**config.mk**
```make
export PLATFORM = sky130hd
export DESIGN_NAME = serial_add_ctrl_flat
export DESIGN_NICKNAME = d
export VERILOG_FILES = /design/src/rtl/serial_add_ctrl_if.sv /design/src/rtl/serial_add_ctrl.sv /design/src/flat_wrapper.sv
export SDC_FILE = /design/constraint.sdc
export NUM_CORES = 1
export LEC_CHECK = 0
export CORE_MARGIN = 1.5
export CORE_UTILIZATION = 56
export CTS_CLUSTER_DIAMETER = 60
export DETAILED_ROUTE_END_ITERATION = 8
export PLACE_DENSITY_LB_ADDON = 0.3
export SLEW_MARGIN = 10
export SYNTH_ARGS = -nofsm -noshare
export SYNTH_HDL_FRONTEND = slang
export SYNTH_SLANG_ARGS = --single-unit
```
**constraint.sdc**
```tcl
create_clock -name clk -period 3.73 [get_ports clk]
set_input_delay 0.373 -clock clk [delete_from_list [all_inputs] [get_ports clk]]
set_output_delay 0.373 -clock clk [all_outputs]
set_load 0.005 [all_outputs]
```
**src/rtl/serial_add_ctrl_if.sv**
```systemverilog
// rtl/serial_add_ctrl_if.sv - request/result bundle for the bit-serial adder controller
interface serial_add_ctrl_if #(
  parameter int W = 8
);
  logic         start;
  logic         abort;
  logic [W-1:0] a_in;
  logic [W-1:0] b_in;
  logic         cin;
  logic         busy;
  logic         add_en;
  logic         done;
  logic [W-1:0] sum;
  logic         cout;

  modport master (
    output start, abort, a_in, b_in, cin,
    input  busy, add_en, done, sum, cout
  );

  modport slave (
    input  start, abort, a_in, b_in, cin,
    output busy, add_en, done, sum, cout
  );
endinterface

```
**src/rtl/serial_add_ctrl.sv**
```systemverilog
// rtl/serial_add_ctrl.sv - bit-serial adder: one full-adder slice iterated W times
module serial_add_ctrl #(
  parameter int W = 8
) (
  input  logic                clk,
  input  logic                reset,
  serial_add_ctrl_if.slave    bus
);

  localparam int             CW   = (W > 1) ? $clog2(W) : 1;
  localparam logic [CW-1:0]  LAST = CW'(W - 1);

  typedef enum logic [1:0] {
    IDLE = 2'd0,
    RUN  = 2'd1,
    DONE = 2'd2
  } state_t;

  state_t        state_q;
  logic [W-1:0]  a_sh_q;
  logic [W-1:0]  b_sh_q;
  logic [W-1:0]  psum_q;
  logic [W-1:0]  sum_q;
  logic [CW-1:0] cnt_q;
  logic          carry_q;
  logic          cout_q;
  logic          busy_q;
  logic          add_en_q;
  logic          done_q;

  logic          s_d;
  logic          c_d;
  logic [W-1:0]  psum_d;

  // The single full-adder slice; LSBs are consumed first, sum bits enter at the MSB.
  always_comb begin
    s_d    = a_sh_q[0] ^ b_sh_q[0] ^ carry_q;
    c_d    = (a_sh_q[0] & b_sh_q[0]) | (a_sh_q[0] & carry_q) | (b_sh_q[0] & carry_q);
    psum_d = {s_d, psum_q[W-1:1]};
  end

  always_ff @(posedge clk or negedge reset) begin
    if (!reset) begin
      state_q  <= IDLE;
      a_sh_q   <= '0;
      b_sh_q   <= '0;
      psum_q   <= '0;
      sum_q    <= '0;
      cnt_q    <= '0;
      carry_q  <= 1'b0;
      cout_q   <= 1'b0;
      busy_q   <= 1'b0;
      add_en_q <= 1'b0;
      done_q   <= 1'b0;
    end else begin
      case (state_q)
        IDLE: begin
          done_q <= 1'b0;
          // abort has no meaning here, so a simultaneous start simply proceeds
          if (bus.start) begin
            a_sh_q   <= bus.a_in;
            b_sh_q   <= bus.b_in;
            carry_q  <= bus.cin;
            psum_q   <= '0;
            cnt_q    <= '0;
            busy_q   <= 1'b1;
            add_en_q <= 1'b1;
            state_q  <= RUN;
          end
        end
        RUN: begin
          if (bus.abort) begin
            busy_q   <= 1'b0;
            add_en_q <= 1'b0;
            state_q  <= IDLE;
          end else begin
            psum_q  <= psum_d;
            a_sh_q  <= {1'b0, a_sh_q[W-1:1]};
            b_sh_q  <= {1'b0, b_sh_q[W-1:1]};
            carry_q <= c_d;
            if (cnt_q == LAST) begin
              sum_q    <= psum_d;
              cout_q   <= c_d;
              busy_q   <= 1'b0;
              add_en_q <= 1'b0;
              done_q   <= 1'b1;
              state_q  <= DONE;
            end else begin
              cnt_q <= cnt_q + CW'(1);
            end
          end
        end
        DONE: begin
          done_q  <= 1'b0;
          state_q <= IDLE;
        end
        default: begin
          busy_q   <= 1'b0;
          add_en_q <= 1'b0;
          done_q   <= 1'b0;
          state_q  <= IDLE;
        end
      endcase
    end
  end

  assign bus.busy   = busy_q;
  assign bus.add_en = add_en_q;
  assign bus.done   = done_q;
  assign bus.sum    = sum_q;
  assign bus.cout   = cout_q;

endmodule
```
**src/flat_wrapper.sv**
```systemverilog
// flat-port wrapper written by rule: the top's interface ports become plain ports
module serial_add_ctrl_flat 
#(
  parameter int W = 8
)
  (clk, reset, bus_start, bus_abort, bus_a_in, bus_b_in, bus_cin, bus_busy, bus_add_en, bus_done, bus_sum, bus_cout);
  serial_add_ctrl_if #(.W(W)) bus_i ();
  input  logic clk;
  input  logic reset;
  input wire logic [$bits(bus_i.start)-1:0] bus_start;
  input wire logic [$bits(bus_i.abort)-1:0] bus_abort;
  input wire logic [$bits(bus_i.a_in)-1:0] bus_a_in;
  input wire logic [$bits(bus_i.b_in)-1:0] bus_b_in;
  input wire logic [$bits(bus_i.cin)-1:0] bus_cin;
  output wire logic [$bits(bus_i.busy)-1:0] bus_busy;
  output wire logic [$bits(bus_i.add_en)-1:0] bus_add_en;
  output wire logic [$bits(bus_i.done)-1:0] bus_done;
  output wire logic [$bits(bus_i.sum)-1:0] bus_sum;
  output wire logic [$bits(bus_i.cout)-1:0] bus_cout;
  assign bus_i.start = bus_start;
  assign bus_i.abort = bus_abort;
  assign bus_i.a_in = bus_a_in;
  assign bus_i.b_in = bus_b_in;
  assign bus_i.cin = bus_cin;
  assign bus_busy = bus_i.busy;
  assign bus_add_en = bus_i.add_en;
  assign bus_done = bus_i.done;
  assign bus_sum = bus_i.sum;
  assign bus_cout = bus_i.cout;
  serial_add_ctrl #(.W(W)) u_core (.clk(clk), .reset(reset), .bus(bus_i));
endmodule
```
==> impl_metrics.yaml <==
clock_network:
  clk_latency_ps: 340
  cts_buffers: 5
  cts_tree: "built"
  clock-sinks: 40
  cts_root_buffer: "clkbuf_4"
  ctsHoldBuffers: 0
  cts_setup_buffers: 0
  cts.path.max_buffers: 2
  path_clk_slew_ps: 110
  htree_levels: 2
  cts-resized-gates: 0
timing:
  tns_ps: 0
  hold_viol: 0
  fin_crit_sh: 0.554
  whs_ps: 117
  post-route-min-period_ps: 2070
  clock_skew_ps: 9.66
  rsz0062_at_grt: "no"
  tightest_slew_ps: 844
  slew_violations: 0
  timing.fmax_mhz: 484
  finalWorstSetupSlack_ps: 1660
  setup_viol: 0
  slew_headroom: 0.437
yosys:
  ys_warn_count: 0
  yosysUniqueCellTypes: 26
  avgSynthCellArea_um2: 13.9
  synthArstFlopShare: 1.00
  synth_area_um2: 1980
  synth_nets: 168
  synthFlopType: "dfrtp_1"
  synth.most_common_cell: "dfrtp_1"
  synth_area_leaders: "dfrtp_1 (50%), mux2_2 (13%), mux2_4 (12%)"
  yosys.area.top_type: "dfrtp_1"
  synth-edff-count: 0
  ys_ff_latch: 40
  netlist_instances: 143
  synthTopCellsByCount: "dfrtp_1 (40), mux2_2 (23), mux2_4 (16)"
  synth_top_area_share: 0.504
  seq_area_frac_synth: 0.504
cells_and_area:
  area_delta_synth_final_pct: 17.5
  drive_gt1_frac: 0.287
  nets: 199
  diodes: 0
  design_area_um2: 2330
  num-fill-cells: 270
  final_cell_count_no_fill: 220
power_and_ir_drop:
  switching_power_uw: 328
  swShare: 0.282
  peakVddDrop_mv: 0.258
  combinationalPowerShare: 0.303
  p_leak_uw: 0.00112
  clkPwrFrac: 0.172
  power_frac_seq: 0.524
  internal-power_uw: 836
  power_density_nw_per_um2: 499
placement:
  place_ws_ps: 1330
  dp_hpwl_um: 2420
  portBuffers: 32
  dp_cells: 213
  gp_congestion: 0.830
  postPlaceCellArea_um2: 2290
worst_hold_path:
  hold_class: "primary input to async pin"
global_route:
  antenna_found_initial: 0
  first_global_vias: 1219
  grt_usage: 0.200
  grt_max_degree: 41
  grt_overflow: 0
  grt_pass1_wl_um: 6060
floorplanning:
  initial_core_util: 0.590
  fp-row-count: 21
  die_h_um: 62.5
  coreArea_um2: 3360
  die_area_um2: 3910
  ios: 33
  die_x_um: 62.5
routing:
  drtIter0Drc: 47
  wl_um: 3450
  via_count: 1195
  drc: 0
  vias_per_cell: 5.43
  drtAntennaViolNets: 0
  drt-wirelength-per-cell_um: 15.7
  dr.pass1.iters: 4
run_status:
  status: "completed"
worst_setup_path:
  cp.arrival_ps: 2300
  max_stage_delay_ps: 640
  required_ps: 3960
  crit_fanout: 15
  critical_path.startpoint_type: "primary input"
  path_cells: "clkdlybuf4s50_1, nand2b_1, a21oi_4, mux2_2"
  end_kind: "flip-flop"
  path_class: "primary input to flip-flop"
  slowest_stage: "clkdlybuf4s50_1"
job:
  cap_viol_max_count: 0
[sequential cells by signal, summed over array words and instances, names as in the netlist]
register / cells
u_core.b_sh_q: 8
u_core.bus.sum: 8
u_core.bus.done: 1
u_core.psum_q: 7
u_core.cnt_q: 3
u_core.a_sh_q: 8
u_core.state_q: 2
u_core.bus.cout: 1
u_core.carry_q: 1
u_core.bus.busy: 1
[stage by stage]
stage | utilization | total power (uW)
6_report | 0.693 | 1160
5_1_grt | 0.693 | 1230
3_5_place_dp | 0.680 | 972
3_3_place_gp | 0.680 | 948
2_1_floorplan | - | 878
4_1_cts | 0.693 | 1170
[cells by family after synthesis]
logic type,synth area share
AO/OA/AOI/OAI,0.0763
adder cells (fa/ha/maj),0.0290
buffers and inverters,0.0435
flip-flops,0.504
multiplexers,0.257
AND/OR/NAND/NOR,0.0902
[per-layer routing]
metal  up-vias  global-route usage  share of wire
met5         -                   0              0
met4         0              0.0667          0.015
met3         5              0.0468          0.029
met2        19               0.313           0.49
met1       600               0.277           0.46
li1        571                   -              -
[area by class of cell]
type                    instances  area (um^2)  share of cell area
clock inverters                 1         5.00             0.00215
well taps                      46         57.6              0.0247
multi-input cells              92          897               0.385
clock buffers                   6         41.3              0.0177
inverters                       2         7.51             0.00322
flip-flops and latches         40         1000               0.429
repair buffers                 33          323               0.138
[layout by cell type (no fill, tap or decap)]
cell             count
mux2i_1              1
nand3b_1             1
a21oi_4              1
o21ai_0              5
nor4b_1              8
a22o_1               2
nor2_1               5
buf_4                1
dfrtp_1             40
clkbuf_4             5
buf_2                1
fa_1                 1
a21o_1               9
ha_1                 3
clkinv_2             1
clkdlybuf4s50_1     31
clkbuf_1             1
nor3b_1              2
nor2b_1              3
nand2b_1             1
mux2_4              16
nand2_1              4
clkinv_1             1
mux2_2              23
a21oi_1              5
inv_1                1
nand2b_4             2
[power by group through the flow]
| stage | Clock, uW | Combinational [uW] | Sequential, uW |
|---|---|---|---|
| floorplan | 0 | 287 | 592 |
| global placement | 0 | 338 | 611 |
| detailed placement | 0 | 352 | 620 |
| CTS | 206 | 355 | 612 |
| global route | 220 | 385 | 627 |
| finish | 201 | 353 | 610 |
[path summary, 6_finish.rpt]
kind	cells after the start	to	slack (ps)	start
hold reg to reg	1	u_core.psum_q[1]	490	u_core.psum_q[1]
min in group clk	1	u_core.psum_q[1]	490	u_core.psum_q[1]
setup reg to reg	3	u_core.a_sh_q[0]	1830	u_core.state_q[1]
max in group asynchronous	1	u_core.bus.sum[5]	3070	reset
hold / removal	1	u_core.b_sh_q[2]	120	reset
setup / recovery	4	u_core.a_sh_q[0]	1660	bus_abort
[worst max-delay path: cells and delay by family]
family / cells / cell delay (ps)
buffers and inverters: 1 / 640
AOI/OAI and AO/OA: 1 / 540
muxes: 1 / 410
and+or+nand+nor: 1 / 330
No activity file was read; power rests on OpenSTA's default activity.
==> edit, RTL diff (same flow settings) <==
`W` is set to 8 in 3 places; all go to 4.
--- a/src/rtl/serial_add_ctrl_if.sv
+++ b/src/rtl/serial_add_ctrl_if.sv
@@ -1,6 +1,6 @@
 // rtl/serial_add_ctrl_if.sv - request/result bundle for the bit-serial adder controller
 interface serial_add_ctrl_if #(
-  parameter int W = 8
+  parameter int W = 4
 );
   logic         start;
   logic         abort;
--- a/src/rtl/serial_add_ctrl.sv
+++ b/src/rtl/serial_add_ctrl.sv
@@ -1,6 +1,6 @@
 // rtl/serial_add_ctrl.sv - bit-serial adder: one full-adder slice iterated W times
 module serial_add_ctrl #(
-  parameter int W = 8
+  parameter int W = 4
 ) (
   input  logic                clk,
   input  logic                reset,
--- a/src/flat_wrapper.sv
+++ b/src/flat_wrapper.sv
@@ -1,7 +1,7 @@
 // flat-port wrapper written by rule: the top's interface ports become plain ports
 module serial_add_ctrl_flat 
 #(
-  parameter int W = 8
+  parameter int W = 4
 )
   (clk, reset, bus_start, bus_abort, bus_a_in, bus_b_in, bus_cin, bus_busy, bus_add_en, bus_done, bus_sum, bus_cout);
   serial_add_ctrl_if #(.W(W)) bus_i ();
Interface: changed (resized bus_a_in, bus_b_in and bus_sum); port bits go from 33 to 21. The function was not compared with the original's and may differ.
==> edit against the original RTL <==
Worst setup slack gained 0.25 ns; cell area shrank 41%; total power shrank 27%; sequential power shrank 34%; clock skew shrank 0.0080 ns; area after synthesis shrank 42%; routed wire length shrank 41%; sequential cell count shrank 17; critical endpoint is now u_core.bus.sum[0]$_DFFE_PN0P_; highest routed layer unchanged.
==> edit: results (changes against the original RTL) <==
\begin{tabular}{lr}
\hline
Metric & Value \\
\hline
\multicolumn{2}{l}{\textbf{Global route}} \\
\quad First-pass GRT wire length & 3680 µm (-39\%) \\
\quad Number of antenna violations at the first check in global routing & 0 (unchanged) \\
\quad Largest net degree at the start of global routing & 24 (-41\%) \\
\quad Number of global-route vias before repair & 760 (-38\%) \\
\quad Global-route total usage across every layer & 0.205 (+0.00495) \\
\multicolumn{2}{l}{\textbf{Setup path}} \\
\quad Critical Path Source & u\_core.state\_q[0]\$\_DFFE\_PN0P\_ \\
\quad Critical path peak fanout & 11 (-4) \\
\quad Capturing point of the worst reg2reg path & u\_core.bus.sum[0]\$\_DFFE\_PN0P\_ \\
\quad Largest stage delay on the critical path & 0.69 ns (+0.05 ns) \\
\quad Setup slack of the most critical reg-to-reg path & 1.91 ns (+0.08 ns) \\
\quad Max stage delay cell, worst path & dfrtp\_1 \\
\quad Gate family responsible for the most delay along the worst path & flip-flops \\
\quad Data arrival at the endpoint of the critical path & 2.03 ns (-0.27 ns) \\
\multicolumn{2}{l}{\textbf{Power}} \\
\quad Worst IR drop on VDD & 0.000334 V (+29\%) \\
\quad Static power due to leakage & 0.643 nW (-42\%) \\
\multicolumn{2}{l}{\textbf{Outcome}} \\
\quad Result of the run & finished, final reports clean \\
\multicolumn{2}{l}{\textbf{Cells and area}} \\
\quad Share of final-layout standard cells stronger than drive strength 1 & 0.317 (+0.0300) \\
\quad Post-layout nets & 120 (-40\%) \\
\multicolumn{2}{l}{\textbf{Timing}} \\
\quad Tightest Pin Transition & 1.05 ns (+0.207 ns) \\
\quad Worst clock skew on the final layout & 0.00170 ns (-0.00796 ns) \\
\multicolumn{2}{l}{\textbf{Worst hold path}} \\
\quad Class of the most critical hold timing path & reg -> reg \\
\multicolumn{2}{l}{\textbf{Clocking}} \\
\quad Cts bufs inserted & 3 (-2) \\
\quad Clock latency on the worst-skew pair & 0.31 ns (-0.03 ns) \\
\quad Deepest level of the CTS H-tree & 1 (-1) \\
\multicolumn{2}{l}{\textbf{Drt}} \\
\quad Post-detailed-route wirelength per cell & 15.6 µm (-0.31\%) \\
\quad Total vias in the final route & 720 (-40\%) \\
\quad First drt pass iteration count & 3 (-1) \\
\quad Number of violations reported at the end of detailed-routing iteration 0 & 3 (-94\%) \\
\multicolumn{2}{l}{\textbf{Placement}} \\
\quad Hpwl dp & 1480 µm (-39\%) \\
\quad Final GP Congestion & 0.729 (-12\%) \\
\multicolumn{2}{l}{\textbf{Synth}} \\
\quad Most area-consuming cells after synthesis & dfrtp\_1 50\%, mux2\_2 14\%, mux2\_4 10\%, a22o\_1 2.3\%, buf\_6 1.9\% \\
\quad Mapped Nets & 99 (-41\%) \\
\hline
\end{tabular}
edit: cell count changes in the layout (fill, tap and decap cells not counted), moves of 3 or more:
cell	before	now
mux2_4	16	8
nor4b_1	8	0
a21o_1	9	1
clkdlybuf4s50_1	31	20
mux2_2	23	14
dfrtp_1	40	23
a21oi_1	5	2
edit: kinds of logic (layout without fill, tap and decap cells):
kind of cell | Yosys count | count (layout) | synth area share
muxes | 23 | 23 | 0.249
adders and majority gates | 2 | 2 | 0.0281
buffers and inverters | 7 | 27 | 0.0400
and+or+nand+nor | 16 | 16 | 0.0920
AOI/OAI and AO/OA | 13 | 13 | 0.0931
DFF | 23 | 23 | 0.498
edit: worst reg2reg max path: stages (launching register included):
cell,delay [ns]
dfrtp_1,0.69
nand2b_4,0.23
nor3b_4,0.41
mux2_2,0.39
edit: metal layers:
| metal | share of wire | up-vias | GRT usage |
|---|---|---|---|
| met4 | 0.012 | 0 | 0.0857 |
| li1 | - | 334 | - |
| met2 | 0.50 | 14 | 0.343 |
| met5 | 0 | - | 0 |
| met3 | 0.032 | 4 | 0.0370 |
| met1 | 0.45 | 368 | 0.265 |
edit: area by class of cell:
| cell class | instances | area, µm² |
|---|---|---|
| clock buffers | 3 | 22.5 |
| repair buffers | 20 | 200 |
| inverters | 3 | 11.3 |
| clock inverters | 1 | 5.00 |
| well taps | 27 | 33.8 |
| multi-input cells | 54 | 534 |
| flip-flops and latches | 23 | 576 |
| fillers | 157 | 579 |
edit: metrics by stage:
stage | power, mW | area, µm² | hold WS (ns) | worst slack [ns] | std cells
3_5_place_dp | 0.744 | 1360 | 0.469 | 1.76 | 127
2_1_floorplan | 0.629 | 1160 | 0.0774 | 2.29 | 84
6_report | 0.851 | 1380 | 0.495 | 1.91 | 131
5_1_grt | 0.911 | 1380 | 0.524 | 1.78 | 131
3_3_place_gp | 0.720 | 1360 | 0.463 | 1.83 | 127
4_1_cts | 0.861 | 1380 | 0.499 | 1.89 | 131
edit: how the worst max path moves through the flow:
stage / to / cells past startpoint
after detailed placement: u_core.psum_q[3]$_DFFE_PN0P_ / 4
final: u_core.bus.sum[0]$_DFFE_PN0P_ / 3
after CTS: u_core.bus.sum[0]$_DFFE_PN0P_ / 3
after global routing: u_core.bus.sum[0]$_DFFE_PN0P_ / 3
after floorplan: u_core.cnt_q[0]$_DFFE_PN0P_ / 4
after global placement: u_core.bus.sum[0]$_DFFE_PN0P_ / 3
edit: power breakdown:
group          total, mW  switching (mW)  internal (mW)
Clock              0.115          0.0749         0.0401
Sequential         0.401          0.0675          0.333
Combinational      0.335           0.121          0.214
Total              0.851           0.264          0.588
